## src/rtl/cla_word_serial_adder.sv

```systemverilog
// Word-serial multi-precision add/subtract: one 16-bit CLA slice is time-shared
// across WORDS words, least-significant first, with the carry registered between words.
module carry_lookahead_adder_16bit (
  input  logic [15:0] a,
  input  logic [15:0] b,
  input  logic        cin,
  output logic [15:0] sum,
  output logic        cout
);
  logic [15:0] p, g, c;
  logic [3:0]  gg, gp;
  logic [4:0]  gc;

  assign p = a ^ b;
  assign g = a & b;

  // Two-level lookahead: 4-bit group generate/propagate, then carries into each group.
  always_comb begin
    gg = '0;
    gp = '0;
    gc = '0;
    c  = '0;
    for (int j = 0; j < 4; j++) begin
      gg[j] = g[4*j+3] | (p[4*j+3] & g[4*j+2]) | (p[4*j+3] & p[4*j+2] & g[4*j+1])
            | (p[4*j+3] & p[4*j+2] & p[4*j+1] & g[4*j]);
      gp[j] = &p[4*j +: 4];
    end
    gc[0] = cin;
    for (int j = 0; j < 4; j++)
      gc[j+1] = gg[j] | (gp[j] & gc[j]);
    for (int j = 0; j < 4; j++) begin
      c[4*j]   = gc[j];
      c[4*j+1] = g[4*j] | (p[4*j] & gc[j]);
      c[4*j+2] = g[4*j+1] | (p[4*j+1] & g[4*j]) | (p[4*j+1] & p[4*j] & gc[j]);
      c[4*j+3] = g[4*j+2] | (p[4*j+2] & g[4*j+1]) | (p[4*j+2] & p[4*j+1] & g[4*j])
               | (p[4*j+2] & p[4*j+1] & p[4*j] & gc[j]);
    end
  end

  assign sum  = p ^ c;
  assign cout = gc[4];
endmodule

module cla_word_serial_adder #(
  parameter int WORDS = 4
) (
  input  logic                clk,
  input  logic                rst_n,
  input  logic                in_valid,
  output logic                in_ready,
  input  logic [16*WORDS-1:0] op_a,
  input  logic [16*WORDS-1:0] op_b,
  input  logic                cin,
  input  logic                sub,
  output logic                out_valid,
  input  logic                out_ready,
  output logic [16*WORDS-1:0] result,
  output logic                cout,
  output logic                overflow,
  output logic                busy
);
  localparam int W  = 16 * WORDS;
  localparam int KW = (WORDS > 1) ? $clog2(WORDS) : 1;
  localparam logic [KW-1:0] K_LAST = KW'(WORDS - 1);

  typedef enum logic [1:0] {IDLE, RUN, DONE} state_t;
  state_t state_q, state_d;

  logic [W-1:0]  a_q, b_q, result_q;
  logic          sub_q, carry_q, cout_q, ovf_q;
  logic [KW-1:0] k_q;

  logic [15:0] a_word, b_eff, sum_word;
  logic        slice_cout;

  assign a_word = a_q[{k_q, 4'b0000} +: 16];
  assign b_eff  = b_q[{k_q, 4'b0000} +: 16] ^ {16{sub_q}};

  carry_lookahead_adder_16bit u_slice (
    .a    (a_word),
    .b    (b_eff),
    .cin  (carry_q),
    .sum  (sum_word),
    .cout (slice_cout)
  );

  always_ff @(posedge clk or negedge rst_n) begin
    if (!rst_n) state_q <= IDLE;
    else        state_q <= state_d;
  end

  always_comb begin
    state_d = state_q;
    case (state_q)
      IDLE:    if (in_valid)         state_d = RUN;
      RUN:     if (k_q == K_LAST)    state_d = DONE;
      DONE:    if (out_ready)        state_d = IDLE;
      default:                       state_d = IDLE;
    endcase
  end

  always_comb begin
    in_ready  = 1'b0;
    out_valid = 1'b0;
    busy      = 1'b0;
    case (state_q)
      IDLE:    in_ready  = 1'b1;
      RUN:     busy      = 1'b1;
      DONE: begin
        out_valid = 1'b1;
        busy      = 1'b1;
      end
      default: ;
    endcase
  end

  // Operand latch at accept, then one word per cycle in RUN; outputs frozen in DONE.
  always_ff @(posedge clk or negedge rst_n) begin
    if (!rst_n) begin
      a_q      <= '0;
      b_q      <= '0;
      sub_q    <= 1'b0;
      carry_q  <= 1'b0;
      k_q      <= '0;
      result_q <= '0;
      cout_q   <= 1'b0;
      ovf_q    <= 1'b0;
    end else begin
      case (state_q)
        IDLE: if (in_valid) begin
          a_q     <= op_a;
          b_q     <= op_b;
          sub_q   <= sub;
          carry_q <= sub ? 1'b1 : cin;
          k_q     <= '0;
        end
        RUN: begin
          result_q[{k_q, 4'b0000} +: 16] <= sum_word;
          carry_q <= slice_cout;
          if (k_q == K_LAST) begin
            cout_q <= slice_cout;
            ovf_q  <= (a_word[15] == b_eff[15]) && (sum_word[15] != a_word[15]);
          end else begin
            k_q <= k_q + 1'b1;
          end
        end
        default: ;
      endcase
    end
  end

  assign result   = result_q;
  assign cout     = cout_q;
  assign overflow = ovf_q;
endmodule

```

## config.mk

```make
export PLATFORM = sky130hd
export DESIGN_NAME = cla_word_serial_adder
export DESIGN_NICKNAME = d
export VERILOG_FILES = /design/src/rtl/cla_word_serial_adder.sv
export SDC_FILE = /design/constraint.sdc
export NUM_CORES = 1
export LEC_CHECK = 0
export CORE_UTILIZATION = 51
export CTS_CLUSTER_DIAMETER = 50
export DETAILED_ROUTE_END_ITERATION = 7
export GPL_TIMING_DRIVEN = 1
export PLACE_DENSITY = 0.78
export SYNTH_ARGS = -nofsm -noshare
export SYNTH_HDL_FRONTEND = slang
export SYNTH_HIERARCHICAL = 1
export SYNTH_SLANG_ARGS = --single-unit
```

## constraint.sdc

```tcl
create_clock -name clk -period 4.45 [get_ports clk]
set_input_delay 0.89 -clock clk [delete_from_list [all_inputs] [get_ports clk]]
set_output_delay 0.89 -clock clk [all_outputs]
set_load 0.02 [all_outputs]
```

==> results of run 1 <==
==> final cells by class <==
class	count	area share, %
Multi-Input combinational cell	360	32.5
Antenna cell	1	0.0209
Clock buffer	23	4.00
Inverter	13	0.409
Sequential cell	200	41.9
Tap cell	225	2.36
Clock inverter	9	0.974
Timing Repair Buffer	213	17.9
==> worst max-delay path: cells and delay by family (launching register included) <==
family | cells | cell delay (ns)
muxes | 1 | 0.57
DFF | 1 | 0.73
AOI/OAI and AO/OA | 2 | 0.43
buffers and inverters | 1 | 0.32
and+or+nand+nor | 6 | 1.53
adders and majority gates | 1 | 0.36
==> per-stage QoR <==
step	hold WS, ns	cells	worst slack, ns	utilization [%]	instance area (sq um)
final	0.501	1044	0.450	69.1	11900
after detailed placement	0.490	1011	0.423	65.6	11300
after floorplan	0.474	607	0.592	-	9060
after global placement	0.468	1011	0.481	65.6	11300
after global routing	0.522	1044	0.171	69.1	11900
after CTS	0.505	1043	0.402	69.0	11900
==> synth_stat cells, types with 2 or more instances <==
cell type	number	share of area, %
a22o_1	66	6.4
a21o_1	3	0.25
buf_2	7	0.39
inv_1	13	0.54
nand3_1	5	0.28
and2_1	2	0.14
xnor2_1	5	0.48
nor2_1	8	0.33
mux2_2	130	16
dfrtp_1	200	55
mux4_2	32	8.0
nand2b_1	2	0.14
mux2i_1	3	0.33
ha_1	25	3.5
fa_1	4	0.88
a21oi_1	8	0.44
nand4b_1	2	0.19
xor2_1	21	2.0
buf_1	3	0.12
clkbuf_1	23	0.95
nor2b_1	2	0.14
nor3_1	3	0.17
nand2_1	14	0.58
o21ai_0	6	0.33
==> final timing paths <==
path / end / cells after the start / slack (ns)
worst min-delay path: b_q[42] / 1 / 0.50
worst min register to register: b_q[42] / 1 / 0.50
worst max register to register: overflow / 11 / 0.45
worst max-delay path: overflow / 11 / 0.45
max in group asynchronous: b_q[27] / 2 / 2.94
min in group asynchronous: a_q[47] / 1 / 0.56
==> power groups by stage <==
stage | logic (mW) | clock network, mW | registers, mW
after global placement | 6.22 | 0 | 3.06
after detailed placement | 6.47 | 0 | 3.10
final | 6.48 | 1.54 | 3.07
after CTS | 6.48 | 1.56 | 3.07
after floorplan | 4.47 | 0 | 3.02
after global routing | 7.02 | 1.64 | 3.16
==> per-layer routing <==
metal  track usage, %  part of all wire (%)  vias to the layer above
met5                0                     0                        -
met4             10.4                   3.0                        0
met3             4.45                   4.1                       37
met2             41.5                    51                      197
met1             31.9                    42                     3051
li1                 -                     -                     2661
==> cell families after synthesis <==
group | Yosys count | synth area share (%)
buffers and inverters | 47 | 2.13
adder cells (fa/ha/maj) | 29 | 4.33
flip-flops | 200 | 55.2
AO/OA/AOI/OAI | 93 | 8.55
multiplexers | 165 | 24.4
XOR/XNOR | 26 | 2.51
AND/OR/NAND/NOR | 47 | 2.83
==> layout by cell type, fill, tap and decap left out, types with 3 or more instances in the layout <==
cell type / count
a21o_1: 3
a21oi_1: 8
a22o_1: 66
buf_4: 9
clkbuf_1: 3
clkbuf_16: 17
clkbuf_8: 4
clkdlybuf4s50_1: 201
clkinvlp_4: 4
dfrtp_1: 199
fa_1: 4
ha_1: 25
inv_1: 13
mux2_2: 130
mux2i_1: 3
mux4_2: 32
nand2_1: 13
nand3_1: 5
nor2_1: 8
o21ai_0: 6
xnor2_1: 5
xor2_1: 21
==> registers in the layout, indices dropped and copies added, names as in the netlist <==
signal	flops
a_q	64
b_q	64
carry_q	1
cout	1
k_q	2
overflow	1
result	64
state_q	2
sub_q	1
==> flow_metrics.env, run 1 <==
export IMPL_fin_skew_ns=0.0109
export IMPL_status="complete, no violations"
export IMPL_drcViolationCount=0
export IMPL_cts_inserted_buffers=17
export IMPL_finalMaxSlewViolations=0
export IMPL_die_h_um=135
export IMPL_cts_root_buf="clkbuf_16"
export IMPL_cts_tree="built"
export IMPL_post_cts_buffers=0
export IMPL_htree_levels=4
export IMPL_synth_ff_type="dfrtp_1"
export IMPL_dieArea_sq_um=18300
export IMPL_grt_max_degree=116
export IMPL_crit_fanout=18
export IMPL_clk_pin_slew_ns=0.07
export IMPL_synth_edff_count=0
export IMPL_netlist_area_sq_um=9060
export IMPL_critPathMaxStageDelay_ns=0.73
export IMPL_p_sw_mw=4.72
export IMPL_area_growth_pct=31.8
export IMPL_cp_required_ns=4.82
export IMPL_grt_pass1_wl_um=33600
export IMPL_vias_per_cell=5.70
export IMPL_place_hpwl_um=16200
export IMPL_worst_slew_pin_slew_ns=1.13
export IMPL_fin_crit_sh_pct=89.9
export IMPL_total_power_mw=11.1
export IMPL_clock_sinks=200
export IMPL_yosysSeqAreaShare_pct=55.2
export IMPL_cp_arrival_ns=4.37
export IMPL_ios=203
export IMPL_fin_nets=968
export IMPL_insertion_delay_ns=0.44
export IMPL_cp_startpoint="k_q[0]"
export IMPL_p_clk_share_pct=13.9
export IMPL_fill_cells=1182
export IMPL_rr_startpoint="k_q[0]"
export IMPL_slowest_stage="dfrtp_2"
export IMPL_cpMostUsedCell="nand3_1"
export IMPL_max_cap_violations=0
export IMPL_wire_per_inst_um=20.4
export IMPL_start_kind="register"
export IMPL_power_density_nw_per_um2=928
export IMPL_p_int_mw=6.37
export IMPL_post_cts_resized=0
export IMPL_synth_cells=607
export IMPL_finalHoldViolations=0
export IMPL_rows=48
export IMPL_dr_pass1_iters=5
export IMPL_synth_nets=770
export IMPL_ys_ff_latch=200
export IMPL_fp_dieW_um=135
export IMPL_ys_types=44
export IMPL_grt_pass1_vias=6106
export IMPL_avgSynthCellArea_sq_um=14.9
export IMPL_routed_wirelength_um=21300
export IMPL_ys_warn_count=6
export IMPL_drive_gt1_share_pct=25.9
export IMPL_fmax_mhz=250
export IMPL_leakagePower_nw=5.12
export IMPL_seq_area_sq_um=5010
export IMPL_relSlewSlack_pct=24.3
export IMPL_drtIter0Drc=390
export IMPL_antenna_found_initial=1
export IMPL_hold_start="b_q[42]"
export IMPL_ir_worst_vdd_uv=749
export IMPL_async_reset_ff_share_pct=100
export IMPL_fin_setup_tns_ns=0
export IMPL_grt_overflow_total=0
export IMPL_rsz0062_at_grt="no"
export IMPL_setup_violations_final=0
export IMPL_critPathKind="reg2reg"
export IMPL_switching_share_pct=42.5
export IMPL_track_usage_pct=24.8
export IMPL_cts_hold_buf=0
export IMPL_core_sq_um=17300
export IMPL_cp_cell_sequence="buf_4, mux4_2, ha_1, and2_1, nand3_1, a21oi_1, o31ai_4, or4bb_1, nand4_1, or4b_1, nand3_1"
export IMPL_antenna_left=0
export IMPL_final_min_clock_period_ns=4.00
export IMPL_gp_congestion=0.846
export IMPL_vias=5946
export IMPL_end_kind="register"
export IMPL_comb_power_share_pct=58.4
export IMPL_min_path_type="reg2reg"
export IMPL_clockBufferDepth=2
export IMPL_multi_input_area_sq_um=3880
export IMPL_start_util_pct=52.4
export IMPL_p_seq_share_pct=27.7
export IMPL_port_buffers=202
No activity file was read; power rests on OpenSTA's default activity.
==> run 2: changes to the inputs <==
CORE_MARGIN = 8   (was not set)
==> flow_metrics.env, run 2 (synthesis results as in run 1) <==
export IMPL_dr_pass1_iters=4
export IMPL_critPathKind="reg2reg"
export IMPL_fin_nets=968
export IMPL_cts_hold_buf=0
export IMPL_cts_inserted_buffers=17
export IMPL_fin_area_sq_um=12000
export IMPL_grt_pass1_vias=6732
export IMPL_finalMaxSlewViolations=0
export IMPL_finalHoldViolations=0
export IMPL_leakagePower_nw=5.15
export IMPL_relSlewSlack_pct=28.9
export IMPL_gp_congestion=0.870
export IMPL_cp_required_ns=4.82
export IMPL_power_density_nw_per_um2=946
export IMPL_rsz0062_at_grt="no"
export IMPL_cts_tree="built"
export IMPL_hold_ws_ns=0.505
export IMPL_dieArea_sq_um=22300
export IMPL_hold_depth=1
export IMPL_routed_wirelength_um=23500
export IMPL_setup_violations_final=0
export IMPL_final_min_clock_period_ns=3.94
export IMPL_rr_worst_depth=12
export IMPL_path_delay_family="simple AND/OR/NAND/NOR gates"
export IMPL_area_growth_pct=32.4
export IMPL_die_h_um=149
export IMPL_cts_root_buf="clkbuf_16"
export IMPL_cpMostUsedCell="a21oi_1"
export IMPL_fp_dieW_um=149
export IMPL_drcViolationCount=0
export IMPL_antenna_found_initial=1
export IMPL_critPathMaxStageDelay_ns=0.63
export IMPL_core_sq_um=17400
export IMPL_vias_per_cell=5.74
export IMPL_crit_fanout=12
export IMPL_insertion_delay_ns=0.44
export IMPL_start_util_pct=52.2
export IMPL_end_kind="register"
export IMPL_max_cap_violations=0
export IMPL_clk_pin_slew_ns=0.07
export IMPL_worst_slew_pin_slew_ns=1.07
export IMPL_fin_crit_sh_pct=88.6
export IMPL_drive_gt1_share_pct=26.4
export IMPL_track_usage_pct=21.8
export IMPL_cp_arrival_ns=4.31
export IMPL_fmax_mhz=254
export IMPL_htree_levels=4
export IMPL_antenna_left=0
export IMPL_ir_worst_vdd_uv=583
export IMPL_vias=5996
export IMPL_grt_max_degree=143
export IMPL_final_common_cell="clkdlybuf4s50_1"
export IMPL_slowest_stage="dfrtp_2"
export IMPL_cp_cell_sequence="buf_4, mux4_2, xor2_1, ha_1, a21oi_1, and3_1, a21oi_1, o31ai_4, or4bb_1, nand4_1, or4b_1, nand3_1"
export IMPL_dpl_cell_area_sq_um=11400
export IMPL_ios=203
export IMPL_path_depth=12
export IMPL_total_power_mw=11.4
export IMPL_min_path_type="reg2reg"
export IMPL_final_cell_mix="clkdlybuf4s50_1, dfrtp_1, mux2_2, a22o_1, mux4_2"
export IMPL_grt_pass1_wl_um=37200
export IMPL_drtIter0Drc=300
export IMPL_fin_setup_tns_ns=0
export IMPL_grt_overflow_total=0
export IMPL_wire_per_inst_um=22.5
export IMPL_post_cts_resized=0
export IMPL_status="complete, no violations"
export IMPL_clockBufferDepth=2
export IMPL_post_cts_buffers=0
export IMPL_fin_skew_ns=0.0140
export IMPL_fill_cells=1178
export IMPL_rows=48
export IMPL_port_buffers=202
export IMPL_critPathBufInv=1
export IMPL_start_kind="register"
export IMPL_clock_sinks=200
export IMPL_final_util_pct=69.1
export IMPL_place_hpwl_um=17700
[run 2: final timing paths]
path                         start         end  slack, ns
setup / recovery            k_q[0]    overflow       0.51
hold / removal             b_q[30]     b_q[30]       0.51
setup reg to reg            k_q[0]    overflow       0.51
hold reg to reg            b_q[30]     b_q[30]       0.51
max in group asynchronous    rst_n     b_q[22]       2.74
min in group asynchronous    rst_n  state_q[0]       0.65
[run 2: layout make-up]
cell class	count	area, sq um	area share [%]
repair buffers	213	2130	17.8
well taps	225	282	2.35
diodes	1	2.50	0.0209
clock buffers	21	480	4.00
inverters	13	48.8	0.407
flip-flops and latches	200	5010	41.7
multi-input cells	360	3890	32.4
clock inverters	11	158	1.31
[run 2: routing by layer]
layer | global-route usage (%) | share of wire [%]
met1 | 26.6 | 41
met2 | 36.8 | 51
met3 | 4.58 | 5.2
met4 | 9.14 | 2.8
met5 | 0 | 0
[run 2: metrics by stage]
stage	cells	setup WS (ns)
global placement	1011	0.611
global route	1044	0.273
floorplan	607	0.592
CTS	1043	0.453
finish	1044	0.509
detailed placement	1011	0.486
[run 2: power breakdown]
part / switching [mW] / internal [mW] / total, mW
clock: 0.692 / 0.954 / 1.65
sequential: 0.543 / 2.58 / 3.12
combinational: 3.65 / 2.94 / 6.59
[run 2: worst register-to-register path, stage by stage, from the launching register on]
cell and delay, ns:
dfrtp_2 0.63, buf_4 0.24, mux4_2 0.51, xor2_1 0.16, ha_1 0.41, a21oi_1 0.12
and3_1 0.17, a21oi_1 0.22, o31ai_4 0.14, or4bb_1 0.48, nand4_1 0.22, or4b_1 0.46
nand3_1 0.10
